### config.mk
export PLATFORM = sky130hd
export DESIGN_NAME = core_mem_arbiter
export DESIGN_NICKNAME = d
export VERILOG_FILES = /design/src/rtl/core_arb_pkg.sv /design/src/rtl/core_mem_arbiter_rr_picker.sv /design/src/rtl/core_mem_arbiter.sv
export SDC_FILE = /design/constraint.sdc
export NUM_CORES = 1
export LEC_CHECK = 0
export ABC_AREA = 1
export BUFFER_PORTS_ARGS = -buffer_cell sky130_fd_sc_hd__buf_2
export CAP_MARGIN = 20
export CORE_MARGIN = 3
export CORE_UTILIZATION = 40
export DETAILED_ROUTE_END_ITERATION = 16
export PLACE_DENSITY = 0.8
export SKIP_LAST_GASP = 1
export SLEW_MARGIN = 10
export SYNTH_ARGS = -nofsm -noshare
export SYNTH_HDL_FRONTEND = slang
export SYNTH_SLANG_ARGS = --single-unit
export TNS_END_PERCENT = 1
### constraint.sdc
create_clock -name clk -period 2.2 [get_ports clk]
set_input_delay 0.44 -clock clk [delete_from_list [all_inputs] [get_ports clk]]
set_output_delay 0.44 -clock clk [all_outputs]
set_load 0.01 [all_outputs]
### src/rtl/core_arb_pkg.sv
// Shared types and helpers for the core memory arbiter and its round-robin picker.
package core_arb_pkg;

  typedef enum logic [1:0] {
    IDLE  = 2'd0,
    RUN   = 2'd1,
    DRAIN = 2'd2,
    DONE  = 2'd3
  } arb_state_e;

  localparam int DEF_N_CORES    = 3;
  localparam int DEF_ADDR_W     = 16;
  localparam int DEF_DATA_W     = 16;
  localparam int DEF_RD_LATENCY = 1;
  localparam int STAT_W         = 16;

  // Width of a core index; never narrower than one bit.
  function automatic int core_id_w(input int n);
    return (n > 1) ? $clog2(n) : 1;
  endfunction

endpackage

### src/rtl/core_mem_arbiter_rr_picker.sv
// Combinational round-robin picker: the first set candidate strictly after ptr_i,
// searched cyclically, wins.
module rr_picker
  import core_arb_pkg::*;
#(
  parameter int N = DEF_N_CORES
) (
  input  logic [N-1:0]              candidates_i,
  input  logic [core_id_w(N)-1:0]   ptr_i,
  output logic [N-1:0]              winner_o,
  output logic                      any_o
);

  int   idx;
  logic found;

  always_comb begin
    winner_o = '0;
    found    = 1'b0;
    idx      = 0;
    for (int off = 1; off <= N; off++) begin
      idx = (int'(ptr_i) + off) % N;
      if (!found && candidates_i[idx]) begin
        winner_o[idx] = 1'b1;
        found         = 1'b1;
      end
    end
    any_o = found;
  end

endmodule

### src/rtl/core_mem_arbiter.sv
// Shares one data-RAM port between N_CORES cores: job sequencing FSM, round-robin
// arbitration and read-return routing. Optional per-core grant counters under ARB_STATS_EN.
//
// Handshake: a core holds req/we/addr/wdata stable until it sees its one-cycle gnt pulse;
// it may drop req in that cycle or keep it high to request again (re-arbitrated no earlier
// than the following cycle). Read data returns as a one-cycle rvalid pulse with rdata.
module core_mem_arbiter
  import core_arb_pkg::*;
#(
  parameter int N_CORES    = DEF_N_CORES,
  parameter int ADDR_W     = DEF_ADDR_W,
  parameter int DATA_W     = DEF_DATA_W,
  parameter int RD_LATENCY = DEF_RD_LATENCY
) (
  input  logic                        clk,
  input  logic                        rst,
  input  logic                        start_process,
  input  logic [N_CORES-1:0]          core_done,
  input  logic [N_CORES-1:0]          req,
  input  logic [N_CORES-1:0]          we,
  input  logic [N_CORES*ADDR_W-1:0]   addr,
  input  logic [N_CORES*DATA_W-1:0]   wdata,
  output logic [N_CORES-1:0]          gnt,
  output logic [N_CORES-1:0]          rvalid,
  output logic [DATA_W-1:0]           rdata,
  output logic                        mem_en,
  output logic                        mem_we,
  output logic [ADDR_W-1:0]           mem_addr,
  output logic [DATA_W-1:0]           mem_wdata,
  input  logic [DATA_W-1:0]           mem_rdata,
  output logic                        cores_run,
  output logic                        all_done,
  output arb_state_e                  state_dbg
`ifdef ARB_STATS_EN
  ,
  output logic [N_CORES*STAT_W-1:0]   grant_cnt
`endif
);

  localparam int IDW = core_id_w(N_CORES);

  arb_state_e           state_q, state_d;
  logic [IDW-1:0]       ptr_q, ptr_d;
  logic [IDW-1:0]       gnt_id_q, gnt_id_d;
  logic [N_CORES-1:0]   gnt_q, gnt_d;
  logic                 mem_en_q, mem_en_d;
  logic                 mem_we_q, mem_we_d;
  logic [ADDR_W-1:0]    mem_addr_q, mem_addr_d;
  logic [DATA_W-1:0]    mem_wdata_q, mem_wdata_d;

  logic [RD_LATENCY-1:0] pipe_vld_q;
  logic [IDW-1:0]        pipe_id_q [RD_LATENCY];

  logic [N_CORES-1:0]   cand;
  logic [N_CORES-1:0]   win;
  logic                 win_any;
  logic [IDW-1:0]       win_id;
  logic                 rd_busy;

  // The core granted last cycle is masked so a held request cannot win twice in a row.
  assign cand = req & ~gnt_q;

  rr_picker #(
    .N (N_CORES)
  ) u_picker (
    .candidates_i (cand),
    .ptr_i        (ptr_q),
    .winner_o     (win),
    .any_o        (win_any)
  );

  always_comb begin
    win_id = '0;
    for (int i = 0; i < N_CORES; i++) begin
      if (win[i]) win_id = IDW'(i);
    end
  end

  // A read is in flight while it is on the RAM port or in any stage before the last one.
  always_comb begin
    rd_busy = mem_en_q & ~mem_we_q;
    for (int k = 0; k < RD_LATENCY - 1; k++) begin
      rd_busy = rd_busy | pipe_vld_q[k];
    end
  end

  always_comb begin
    state_d = state_q;
    case (state_q)
      IDLE:    if (start_process) state_d = RUN;
      RUN:     if (&core_done)    state_d = DRAIN;
      DRAIN:   if (!rd_busy)      state_d = DONE;
      DONE:    state_d = DONE;
      default: state_d = IDLE;
    endcase
  end

  always_comb begin
    gnt_d       = '0;
    mem_en_d    = 1'b0;
    mem_we_d    = 1'b0;
    mem_addr_d  = mem_addr_q;
    mem_wdata_d = mem_wdata_q;
    ptr_d       = ptr_q;
    gnt_id_d    = gnt_id_q;
    if (state_q == RUN && win_any) begin
      gnt_d       = win;
      mem_en_d    = 1'b1;
      mem_we_d    = we[win_id];
      mem_addr_d  = addr[int'(win_id)*ADDR_W +: ADDR_W];
      mem_wdata_d = wdata[int'(win_id)*DATA_W +: DATA_W];
      ptr_d       = win_id;
      gnt_id_d    = win_id;
    end
  end

  always_ff @(posedge clk) begin
    if (rst) begin
      state_q     <= IDLE;
      ptr_q       <= IDW'(N_CORES - 1);
      gnt_id_q    <= '0;
      gnt_q       <= '0;
      mem_en_q    <= 1'b0;
      mem_we_q    <= 1'b0;
      mem_addr_q  <= '0;
      mem_wdata_q <= '0;
    end else begin
      state_q     <= state_d;
      ptr_q       <= ptr_d;
      gnt_id_q    <= gnt_id_d;
      gnt_q       <= gnt_d;
      mem_en_q    <= mem_en_d;
      mem_we_q    <= mem_we_d;
      mem_addr_q  <= mem_addr_d;
      mem_wdata_q <= mem_wdata_d;
    end
  end

  // Read-return shift line; reset flushes it so nothing returns after an abort.
  always_ff @(posedge clk) begin
    if (rst) begin
      pipe_vld_q <= '0;
      for (int k = 0; k < RD_LATENCY; k++) pipe_id_q[k] <= '0;
    end else begin
      pipe_vld_q[0] <= mem_en_q & ~mem_we_q;
      pipe_id_q[0]  <= gnt_id_q;
      for (int k = 1; k < RD_LATENCY; k++) begin
        pipe_vld_q[k] <= pipe_vld_q[k-1];
        pipe_id_q[k]  <= pipe_id_q[k-1];
      end
    end
  end

  always_comb begin
    rvalid = '0;
    rdata  = '0;
    if (pipe_vld_q[RD_LATENCY-1]) begin
      rdata = mem_rdata;
      for (int i = 0; i < N_CORES; i++) begin
        if (pipe_id_q[RD_LATENCY-1] == IDW'(i)) rvalid[i] = 1'b1;
      end
    end
  end

  assign gnt       = gnt_q;
  assign mem_en    = mem_en_q;
  assign mem_we    = mem_we_q;
  assign mem_addr  = mem_addr_q;
  assign mem_wdata = mem_wdata_q;
  assign cores_run = (state_q == RUN);
  assign all_done  = (state_q == DONE);
  assign state_dbg = state_q;

`ifdef ARB_STATS_EN
  logic [STAT_W-1:0] cnt_q [N_CORES];

  always_ff @(posedge clk) begin
    for (int i = 0; i < N_CORES; i++) begin
      if (rst) begin
        cnt_q[i] <= '0;
      end else if (gnt_d[i] && cnt_q[i] != {STAT_W{1'b1}}) begin
        cnt_q[i] <= cnt_q[i] + 1'b1;
      end
    end
  end

  always_comb begin
    grant_cnt = '0;
    for (int i = 0; i < N_CORES; i++) begin
      grant_cnt[i*STAT_W +: STAT_W] = cnt_q[i];
    end
  end
`endif

endmodule

==> run metrics, run 1 <==
synth-to-layout area growth 37.2%; post-synthesis async set-or-reset flop share 0; Std-Cell Rows 32; Via density around 4.4; CTS tree yes; cell taking the most area after synthesis dfxtp_1; DR vias ~3,800; clk_lat worst skew 0.29 ns; TritonCTS Buffers 5; design area 4470 µm²; EDFF count, synth 0; wire length of the first global-routing pass around 14 mm; crit path capture type flip-flop; placed cells approximately 860; Crit Path Max Fanout 10; worst path required time approximately 2.4 ns; Critical R2R Capture mem_wdata[13]$_SDFFE_PP0N_; status finished clean; post-DP HPWL 7.12 mm; I/O Pins roughly 180; final max-slew violation count 0; sequential-to-total area share from yosys stat 0.277; Root Buffer clkbuf_8; core area just under 8000 µm²; pin count of the biggest net entering global routing 35; RR Startpoint ptr_q[0]$_SDFFE_PP0N_; Rel. slew slack 0.644; yosys warns 0; clock skew 0.00671 ns; most frequent cells after synthesis nand2_1, inv_1, nand3_1; initial antenna violation count 0; Tmin final approximately 2.1 ns; max-cap violation count 0; Die Span Y 96.2 µm; synthesized area about 3300 µm²; DRT iter0 DRCs approximately 140; Final period util 0.936; Yosys cell types 27; Hold Crit Depth 3; htree depth 2; Fin. Hold Viols 0; worst hold path type in2reg; Diodes inserted 0; Die W between 90 and 100 µm; gr usage total 0.194; post-synthesis register bit count 45; worst vdd ir between 400 and 500 µV; DP Area between 4000 and 5000 µm²; LEAKAGE around 3.0 nW; clock sinks 45; R2R cell count 16; Mapped Cells 589; layout cells sized above 1 0.293; share of the synthesized area in the top cell type 0.277; port bufs roughly 180; reg2reg setup slack 0.14 ns; WL final around 9.6 mm; Pre-antenna DRT Iters 5; GPL Wtd Cong just under 0.9; Hold Startpoint we[2]; Non-Filler Instances 876; wire per inst roughly 11 µm; Initial Utilization 0.417; number of setup violations in the final report 0; Endpoint, Worst Hold mem_we$_SDFF_PP0_; layout net count between 900 and 1,000; kind of critical path reg2reg; GR Overflow Total 0; Bufs on Longest Clock Path 2; DRC 0; Main synth FF type dfxtp_1; Avg Inst Size Synth 5.53 µm²; FMAX between 400 and 500 MHz; CP arrival around 2.3 ns; DIE AREA about 9300 µm²; syn nets a little over 700; most common cell in the netlist nand2_1; post-route ant nets 0; largest cells by area after synthesis dfxtp_1, nand2_1, inv_1; Worst Tran Pin Value between 0.5 and 0.6 ns; Cell Pwr Density between 800 and 900 nW/µm²; clk slew on worst S/H paths approximately 0.08 ns; vias in the first global route about 3,400; CP Launch Type flip-flop
-- worst max-delay path by stage --
stage	end	from	slack, ns	cells after the start
2_1_floorplan	mem_addr[0]$_SDFFE_PP0N_	ptr_q[1]$_SDFFE_PP1N_	0.25	17
3_3_place_gp	mem_addr[9]$_SDFFE_PP0N_	ptr_q[1]$_SDFFE_PP1N_	0.08	16
3_5_place_dp	mem_addr[7]$_SDFFE_PP0N_	ptr_q[1]$_SDFFE_PP1N_	0.01	16
4_1_cts	mem_wdata[1]$_SDFFE_PP0N_	ptr_q[1]$_SDFFE_PP1N_	0.08	16
5_1_grt	mem_wdata[9]$_SDFFE_PP0N_	ptr_q[0]$_SDFFE_PP0N_	-0.08	16
6_report	mem_wdata[13]$_SDFFE_PP0N_	ptr_q[0]$_SDFFE_PP0N_	0.14	16
-- sequential cells by signal, indices dropped and copies added, names as in the netlist --
signal      flops
gnt             3
gnt_id_q        1
mem_addr       16
mem_en          1
mem_wdata      16
mem_we          1
pipe_id_q       2
pipe_vld_q      1
ptr_q           2
state_dbg       2
-- placed cells by master (no fill, tap or decap), drive strengths merged --
master and instances:
ha 4, nor3b 1, buf 198, nand2 245
a21oi 2, nor4 1, inv 140, clkinv 29
dfxtp 45, nor3 1, o21ai 4, clkbuf 8
nor2 15, nand3b 1, nand3 75, clkinvlp 1
o22ai 1, a2bb2oi 1, nand4 2
-- critical path, stage by stage, from the launching register on --
cell and delay (ns):
dfxtp_2 0.35, inv_1 0.10, ha_2 0.22, inv_1 0.08
nand3_1 0.08, nand2_1 0.05, nand2_1 0.07, nand2_2 0.09
inv_2 0.08, nand4_1 0.22, nand2_8 0.19, clkbuf_16 0.18
nand2_1 0.05, nand2_1 0.06, clkinv_1 0.05, nand2_1 0.05
nand2_1 0.04
-- where the power goes --
| part | switching (mW) | internal (mW) |
|---|---|---|
| logic | 1.35 | 0.829 |
| clock network | 0.282 | 0.225 |
| registers | 0.111 | 1.02 |
| total | 1.74 | 2.08 |
-- cells by family (layout without fill, tap and decap cells) --
kind of cell	Yosys count	after routing	synth area share
adder cells (fa/ha/maj)	4	4	0.0154
AO/OA/AOI/OAI	8	8	0.0138
AND/OR/NAND/NOR	340	341	0.449
buffers and inverters	192	376	0.245
flip-flops	45	45	0.277
-- per-stage QoR --
stage / worst slack [ns] / util / hold slack [ns] / setup TNS (ns) / power (mW)
2_1_floorplan: 0.246 / - / 0.400 / 0 / 2.49
3_3_place_gp: 0.0776 / 0.547 / 0.411 / 0 / 3.05
3_5_place_dp: 0.0148 / 0.547 / 0.419 / 0 / 3.07
4_1_cts: 0.0847 / 0.559 / 0.344 / 0 / 3.61
5_1_grt: -0.0766 / 0.572 / 0.378 / -1.47 / 4.17
6_report: 0.142 / 0.572 / 0.352 / 0 / 3.81
-- final cells by class --
cell class	count	area (µm²)
fill	812	3340
multi-input combinational	353	1620
timing repair buffer	199	1100
sequential	45	902
inverter	169	637
tap	102	128
clock buffer	7	76.3
clock inverter	1	7.51
-- routing by layer --
layer / vias to the layer above / GRT usage / wire [µm]
li1: 2048 / - / -
met1: 1600 / 0.225 / 3780
met2: 166 / 0.371 / 4890
met3: 8 / 0.0313 / 872
met4: 0 / 0.0391 / 81
met5: - / 0 / 0
-- timing repair --
action	4_1_cts	5_1_grt
gates cloned	0	2
endpoints found under the setup margin	23	34
hold buffers	0	0
setup buffers	0	2
resized for setup	1	10
pin swaps	0	4
Note: power is estimated with default switching activity, not from simulation.
==> run 2, diff against run 1 <==
Settings changed: CORE_UTILIZATION 40 to 45, PLACE_DENSITY 0.8 to 0.87, SLEW_MARGIN 10 to 20.
==> run metrics, run 2 (synthesized netlist as in run 1, its figures left out) <==
htree depth 2 (unchanged); Fin. Hold Viols 0 (unchanged); status finished clean; Rel. slew slack 0.738 (+0.0934); worst path required time 2.40 ns (about the same); Via density 4.61 (+5.7%); pin count of the biggest net entering global routing 37 (+5.7%); max-cap violation count 0 (unchanged); crit-path cells inv_2 > ha_4 > inv_4 > nand3_2 > nand2_1 > nand2_4 > nand2_1 > nand2_1 > nand2_1 > nand2_4 > inv_4 > nand2_8 > clkbuf_16 > nand2_1 > nand2_1 > nand2_1; layout cells sized above 1 0.301 (+0.00788); Hold Crit Depth 3 (unchanged); post-place setup slack 0.0793 ns (+0.0645 ns); synth-to-layout area growth 40.0%; Crit Path Max Fanout 8 (-2); Worst Tran Pin Value 0.393 ns (-0.139 ns); DRC 0 (unchanged); gr usage total 0.233 (+0.0389); Initial Utilization 0.472 (+0.0544); CP Launch Type flip-flop; Pre-antenna DRT Iters 5 (unchanged); clock sinks 45 (unchanged); crit path capture type flip-flop; Non-Filler Instances 873 (-0.34%); CTS tree yes; Die Span Y 91.1 µm (-5.4%); Tmin final 2.03 ns (-0.0274 ns); wire per inst 11.8 µm (+7.2%); post-DP HPWL 7.52 mm (+5.6%); final core utilization 0.660 (+0.0880); GR Overflow Total 0 (unchanged); TritonCTS Buffers 5 (unchanged); placed cells 858 (-0.69%); I/O Pins 184 (unchanged); most frequent cells in the layout nand2_1, buf_2, inv_1; slowest stage cell, crit path dfxtp_1; clock skew 0.00694 ns (+0.000221 ns); DRT iter0 DRCs 115 (-15%); worst vdd ir 424 µV (-4.7%); Final period util 0.923 (-0.0125); port bufs 183 (unchanged); most used cell, CP nand2_1; kind of critical path reg2reg; LEAKAGE 3.01 nW (+1.9%); post-route ant nets 0 (unchanged); R2R cell count 16 (unchanged); DR vias 4,025 (+5.3%); vias in the first global route 3,805 (+13%); FMAX 492 MHz (+1.3%); clk slew on worst S/H paths 0.09 ns (about the same); final max-slew violation count 0 (unchanged); clk_lat worst skew 0.30 ns (about the same); GPL Wtd Cong 0.972 (+8.9%); commonest non-fill, non-tap cell in the layout nand2_1; worst hold path type in2reg; CP arrival 2.23 ns (-0.03 ns); WL final 10.3 mm (+6.8%); number of setup violations in the final report 0 (unchanged); Pwr Total 4.16 mW (+9.1%); Final WS setup 0.169 ns (+0.0274 ns); DIE AREA 8290 µm² (-10%); wire length of the first global-routing pass 16.2 mm (+12%); Cell Pwr Density 913 nW/µm² (+6.9%); Std-Cell Rows 30 (-6.3%); Diodes inserted 0 (unchanged); Root Buffer clkbuf_8; layout net count 904 (+0.33%); initial antenna violation count 0 (unchanged); Max stage delay on crit path 0.35 ns (about the same); Die W 91.1 µm (-5.4%); Bufs on Longest Clock Path 2 (unchanged); core area 6910 µm² (-12%)
run 2: changes by cell type in the layout (fill, tap and decap cells not counted), sizes merged:
cell / before / now
clkbuf: 8 / 9
clkinvlp: 1 / 0
buf: 198 / 201
nand2: 245 / 244
bufinv: 0 / 1
run 2: what timing repair did:
item	in CTS	in global routing
hold buffers	0	0
setup buffers	0	4
endpoints found under the setup margin	0	34
gates resized for setup	0	13
run 2: worst paths after layout:
| path | startpoint | end | slack, ns |
|---|---|---|---|
| min reg2reg | gnt_id_q[1]$_SDFFE_PP0N_ | pipe_id_q[0][1]$_SDFF_PP0_ | 0.42 |
| max | ptr_q[1]$_SDFFE_PP1N_ | mem_wdata[2]$_SDFFE_PP0N_ | 0.17 |
| max reg2reg | ptr_q[1]$_SDFFE_PP1N_ | mem_wdata[2]$_SDFFE_PP0N_ | 0.17 |
| min | we[2] | mem_we$_SDFF_PP0_ | 0.33 |
run 2: layer usage:
metal,GRT usage,vias up,part of all wire,wire length [µm]
met4,0.102,0,0.024,242
met2,0.439,206,0.50,5170
met5,0,-,0,0
met3,0.0398,26,0.088,901
met1,0.253,1737,0.39,3970
li1,-,2056,-,-
run 2: area by class of cell:
class	count	area, µm²
Fill cell	636	2350
Multi-Input combinational cell	352	1600
Timing Repair Buffer	203	1180
Sequential cell	45	905
Inverter	169	639
Tap cell	96	120
Clock buffer	7	86.3
Clock inverter	1	30.0
run 2: power breakdown:
part	internal [mW]	switching [mW]
registers	1.02	0.116
clock network	0.371	0.300
logic	0.969	1.39
run 2: metrics by stage:
stage,setup TNS [ns],hold WS [ns],cell area (µm²)
floorplan,0,0.400,3260
global placement,0,0.407,4300
detailed placement,0,0.411,4300
CTS,0,0.325,4420
global route,-0.0586,0.371,4560
finish,0,0.334,4560
run 2: critical path: cells and delay by family (launching register included):
| kind | cells | cell delay (ns) |
|---|---|---|
| adders and majority gates | 1 | 0.29 |
| buffers and inverters | 4 | 0.35 |
| DFF | 1 | 0.35 |
| and+or+nand+nor | 11 | 0.97 |
